===== config.mk =====
export PLATFORM = sky130hd
export DESIGN_NAME = arithmetic_shifter_flat
export DESIGN_NICKNAME = d
export VERILOG_FILES = /design/src/rtl/arithmetic_shifter_if.sv /design/src/rtl/arithmetic_shifter.sv /design/src/flat_wrapper.sv
export SDC_FILE = /design/constraint.sdc
export NUM_CORES = 1
export LEC_CHECK = 0
export CAP_MARGIN = 30
export CORE_AREA = 2 2 51 53
export DETAILED_ROUTE_END_ITERATION = 8
export DIE_AREA = 0 0 53 55
export SLEW_MARGIN = 20
export SYNTH_ARGS = -nofsm -noshare
export SYNTH_HDL_FRONTEND = slang
export SYNTH_SLANG_ARGS = --single-unit

===== constraint.sdc =====
create_clock -name clk -period 0.8 [get_ports clk]
set_input_delay 0.12 -clock clk [delete_from_list [all_inputs] [get_ports clk]]
set_output_delay 0.12 -clock clk [all_outputs]
set_load 0.1 [all_outputs]

===== src/rtl/arithmetic_shifter_if.sv =====
// Shifter bus: operand/control in, result/overflow/valid out.
// Optional: ARITH_SHIFTER_OVF_FLAG_EN adds the ovf flag signal.
interface arithmetic_shifter_if #(
  parameter int unsigned WIDTH = 4
);
  logic             in_valid;
  logic [WIDTH-1:0] A;
  logic [WIDTH-1:0] B;
  logic [WIDTH-1:0] X;
  logic [WIDTH-1:0] Y;
  logic             out_valid;
`ifdef ARITH_SHIFTER_OVF_FLAG_EN
  logic             ovf;
`endif

  // Requester side: drives operands, observes results
  modport master (
`ifdef ARITH_SHIFTER_OVF_FLAG_EN
    input  ovf,
`endif
    output in_valid, A, B,
    input  X, Y, out_valid
  );

  // Shifter side: consumes operands, produces results
  modport slave (
`ifdef ARITH_SHIFTER_OVF_FLAG_EN
    output ovf,
`endif
    input  in_valid, A, B,
    output X, Y, out_valid
  );
endinterface


===== src/rtl/arithmetic_shifter.sv =====
// Registered fill shifter: X = shifted A with fill bit F, Y = shifted-out bits.
// Control word B: [0] direction (1=right), [WIDTH-2:1] amount, [WIDTH-1] fill.
// Optional: ARITH_SHIFTER_OVF_FLAG_EN adds registered ovf = |Y.
module arithmetic_shifter #(
  parameter int unsigned WIDTH = 4
) (
  input  logic                 clk,
  input  logic                 rst_n,
  arithmetic_shifter_if.slave  bus
);
  localparam int unsigned NW = WIDTH - 2;
  localparam int unsigned AW = $clog2(WIDTH + 1);
  localparam int unsigned EW = 2 * WIDTH;

  logic [NW-1:0]    n_raw;
  logic [AW-1:0]    n_eff;
  logic             fill;
  logic             dir_right;

  logic [EW-1:0]    ext_l;
  logic [EW-1:0]    ext_r;
  logic [WIDTH-1:0] mask_lo;
  logic [WIDTH-1:0] mask_hi;
  logic [WIDTH-1:0] res_x;
  logic [WIDTH-1:0] res_y;

  logic [WIDTH-1:0] x_q, x_d;
  logic [WIDTH-1:0] y_q, y_d;
  logic             valid_q, valid_d;
`ifdef ARITH_SHIFTER_OVF_FLAG_EN
  logic             ovf_q, ovf_d;
`endif

  // Decode control word; amounts beyond WIDTH saturate at WIDTH
  always_comb begin
    n_raw     = bus.B[WIDTH-2:1];
    fill      = bus.B[WIDTH-1];
    dir_right = bus.B[0];
    if (32'(n_raw) > WIDTH) begin
      n_eff = AW'(WIDTH);
    end else begin
      n_eff = AW'(n_raw);
    end
  end

  // Double-width shift; vacated result positions take the fill bit
  always_comb begin
    ext_l   = {{WIDTH{1'b0}}, bus.A} << n_eff;
    ext_r   = {bus.A, {WIDTH{1'b0}}} >> n_eff;
    mask_lo = ~({WIDTH{1'b1}} << n_eff);
    mask_hi = ~({WIDTH{1'b1}} >> n_eff);
    if (dir_right) begin
      res_x = ext_r[EW-1:WIDTH] | ({WIDTH{fill}} & mask_hi);
      res_y = ext_r[WIDTH-1:0];
    end else begin
      res_x = ext_l[WIDTH-1:0] | ({WIDTH{fill}} & mask_lo);
      res_y = ext_l[EW-1:WIDTH];
    end
  end

  // Next-state: capture on valid input, otherwise hold data and drop valid
  always_comb begin
    x_d     = x_q;
    y_d     = y_q;
    valid_d = 1'b0;
`ifdef ARITH_SHIFTER_OVF_FLAG_EN
    ovf_d   = ovf_q;
`endif
    if (bus.in_valid) begin
      x_d     = res_x;
      y_d     = res_y;
      valid_d = 1'b1;
`ifdef ARITH_SHIFTER_OVF_FLAG_EN
      ovf_d   = |res_y;
`endif
    end
  end

  // Output registers
  always_ff @(posedge clk or negedge rst_n) begin
    if (!rst_n) begin
      x_q     <= '0;
      y_q     <= '0;
      valid_q <= 1'b0;
`ifdef ARITH_SHIFTER_OVF_FLAG_EN
      ovf_q   <= 1'b0;
`endif
    end else begin
      x_q     <= x_d;
      y_q     <= y_d;
      valid_q <= valid_d;
`ifdef ARITH_SHIFTER_OVF_FLAG_EN
      ovf_q   <= ovf_d;
`endif
    end
  end

  assign bus.X         = x_q;
  assign bus.Y         = y_q;
  assign bus.out_valid = valid_q;
`ifdef ARITH_SHIFTER_OVF_FLAG_EN
  assign bus.ovf       = ovf_q;
`endif

endmodule


===== src/flat_wrapper.sv =====
// flat-port wrapper written by rule: the top's interface ports become plain ports
module arithmetic_shifter_flat 
#(
  parameter int unsigned WIDTH = 4
)
  (clk, rst_n, bus_in_valid, bus_A, bus_B, bus_X, bus_Y, bus_out_valid);
  arithmetic_shifter_if #(.WIDTH(WIDTH)) bus_i ();
  input  logic clk;
  input  logic rst_n;
  input wire logic [$bits(bus_i.in_valid)-1:0] bus_in_valid;
  input wire logic [$bits(bus_i.A)-1:0] bus_A;
  input wire logic [$bits(bus_i.B)-1:0] bus_B;
  output wire logic [$bits(bus_i.X)-1:0] bus_X;
  output wire logic [$bits(bus_i.Y)-1:0] bus_Y;
  output wire logic [$bits(bus_i.out_valid)-1:0] bus_out_valid;
  assign bus_i.in_valid = bus_in_valid;
  assign bus_i.A = bus_A;
  assign bus_i.B = bus_B;
  assign bus_X = bus_i.X;
  assign bus_Y = bus_i.Y;
  assign bus_out_valid = bus_i.out_valid;
  arithmetic_shifter #(.WIDTH(WIDTH)) u_core (.clk(clk), .rst_n(rst_n), .bus(bus_i));
endmodule

==> qor.yml <==
critical_path:
  critical_path.max_stage_delay_ns: 0.47
  crit_path_end_kind: "output port"
  crit_chain: "buf_6 > buf_12"
  path_max_fanout: 2
  cp_top_family: "flip-flops"
  cp_slowest_cell: "dfrtp_4"
  arrival_ns: 0.99
  cp.required_ns: 0.68
  crit_path_start_kind: "register"
  crit_type: "reg2out"
  path_buf_inv: 2
synth:
  yosysTopAreaCellShare_pct: 33.21
  synth_area_um2: 678.2
  synth_cells: 65
  synth_cell_types: 24
  synth.yosys.warnings: 0
  synth_fp_nets: 76
  netlist_top_cells_area: "dfrtp_1 33%, mux4_2 13%, o221ai_2 6.6%"
  synth-seq-cells: 9
  syn_area_per_cell_um2: 10.43
  synth_top_area_cell: "dfrtp_1"
  yosysSeqAreaShare_pct: 33.21
clocking:
  htreeDepth: 1
  cts_buffers: 3
  cts_root_buffer: "clkbuf_4"
  clk_pin_slew_ns: 0.06
  cts_buffer_depth: 2
  cts.sink_count: 9
  clk_latency_ns: 0.26
  hold_buffers: 0
  cts_tree: "done"
sta:
  tns_ns: -2.653
  max_freq_mhz: 898.4
  finalCritPeriodShare_pct: 139.1
  slew_headroom_pct: 81.76
  finalCriticalPeriod_ns: 1.113
  worst_pin_slew_ns: 0.2719
  slew_viol_final: 0
  skew_ns: 0
  rsz0062_at_grt: "true"
  setup_viol: 14
  finalHoldViolCount: 0
  layout_setup_ws_ns: -0.3131
layout:
  regArea_um2: 256.5
  syn_to_final_growth_pct: 71.22
  fin_area_um2: 1161
  n_fill_cell: 223
  multiInputGateArea_um2: 416.7
  drive_gt1_share_pct: 67.68
  nNetsFinal: 111
  antennaDiodeCount: 0
routing:
  met1_length_um: 709
  viasPerCell: 4.977
  via_count: 642
  wl_met2_um: 880
  first_iter_violations: 8
  top_layer: "met4"
  ant_nets: 0
  wirelength_um: 1686
  wl_met3_um: 76
  dr.pass1.iters: 4
  drc: 0
  drt-wirelength-per-cell_um: 13.07
placed_design:
  portBuffers: 19
  dp_hpwl_um: 1322
  post-place-ws_ns: -0.7895
  place_congestion: 0.8377
  placed_area_um2: 1069
die:
  die_h_um: 55
  die_w_um: 53
  coreArea_um2: 2365
  initial_core_util_pct: 28.68
  pin_count: 20
  die_area_um2: 2915
  rows: 18
global_route:
  first_global_vias: 648
  grtUsageTotal_pct: 13.61
  overflow: 0
  grt_max_degree: 16
  grt_pass1_wl_um: 2856
  antenna_found_initial: 0
power:
  swShare_pct: 40.37
  p_clk_share_pct: 18.0
  p_leak_nw: 0.4935
  p_comb_share_pct: 51.5
  finalPower_mw: 1.931
  p_seq_share_pct: 30.5
  p_sw_mw: 0.7795
  p_per_area_nw_per_um2: 1663
  power.internal_mw: 1.151
  vdd_drop_max_uv: 663.2
hold_path:
  min_path_type: "in2reg"
outcome:
  status: "finished with violations"
  violations: "negative setup slack"
flow_run:
  drv_cap: 0
==> metal layers <==
metal	global-route usage, %	vias up
li1	-	304
met1	15.50	316
met2	26.67	20
met3	0.8065	2
met4	5.128	0
met5	0	-
==> cells in the mapped netlist, drive strengths merged <==
master / instances
buf: 6
o221ai: 3
a211oi: 3
a311oi: 1
a41o: 1
nand2: 7
nand2b: 2
dfrtp: 9
inv: 6
a21oi: 3
nor3b: 1
nor2: 2
o22ai: 1
o21ai: 1
mux2: 3
mux4: 4
a31oi: 1
mux2i: 3
a21o: 1
o21a: 1
nor2b: 4
nand3: 2
==> cell usage in the layout, fill, tap and decap left out, types with 3 or more instances in the layout <==
cell and n:
dfrtp_4 8, mux2i_1 3, clkbuf_4 3, buf_2 6, buf_4 11, o221ai_2 3
buf_12 9, inv_2 3, nand2_1 7, mux4_2 4, buf_6 6, inv_1 3
==> sequential cells by signal (all words and copies together) (netlist names) <==
signal and flops:
u_core.bus.out_valid 1, u_core.bus.Y 4, u_core.bus.X 4
==> worst paths after layout <==
path	start	cells past startpoint	to	slack, ns
setup / recovery	u_core.bus.Y[1]	2	bus_Y[1]	-0.31
hold reg to reg	u_core.bus.Y[2]	1	u_core.bus.Y[2]	0.62
hold / removal	bus_in_valid	1	u_core.bus.out_valid	0.09
min in group asynchronous	rst_n	2	u_core.bus.X[0]	0.14
setup reg to reg	u_core.bus.Y[0]	2	u_core.bus.Y[0]	-0.18
max in group asynchronous	rst_n	2	u_core.bus.Y[0]	0.49
==> final cells by class <==
class                   count  share of cell area (%)
flip-flops and latches      9                   22.09
multi-input cells          44                   35.88
repair buffers             36                   34.59
inverters                   6                   1.940
clock buffers               4                   2.263
well taps                  30                   3.233
==> through the flow <==
stage / instances / hold slack, ns / utilization, %
floorplan: 65 / -0.1756 / -
global placement: 120 / 0.4188 / 45.19
detailed placement: 120 / 0.4242 / 45.19
CTS: 127 / 0.1508 / 47.72
global route: 129 / 0.07498 / 49.10
finish: 129 / 0.08702 / 49.10
==> cell families (layout without fill, tap and decap cells) <==
| logic type | after synthesis | in the layout | share of synthesized area [%] |
|---|---|---|---|
| AO/OA/AOI/OAI | 16 | 16 | 19.74 |
| buffers and inverters | 12 | 46 | 10.52 |
| flip-flops | 9 | 9 | 33.21 |
| multiplexers | 10 | 10 | 22.69 |
| AND/OR/NAND/NOR | 18 | 18 | 13.84 |
==> power groups by stage <==
| stage | Sequential (mW) | Clock [mW] | Combinational (mW) |
|---|---|---|---|
| 2_1_floorplan | 0.932 | 0 | 0.224 |
| 5_1_grt | 0.595 | 0.381 | 1.04 |
| 3_3_place_gp | 0.591 | 0 | 0.917 |
| 6_report | 0.590 | 0.347 | 0.994 |
| 4_1_cts | 0.588 | 0.355 | 0.961 |
| 3_5_place_dp | 0.597 | 0 | 0.929 |
==> timing repair <==
| action | CTS | global route |
|---|---|---|
| hold endpoints to repair | 0 | 0 |
| pin swaps | 3 | 1 |
| setup buffers | 2 | 3 |
| resized for setup | 46 | 10 |
| gates cloned | 1 | 0 |
| endpoints found under the setup margin | 17 | 16 |
Note: power is estimated with default switching activity, not from simulation.
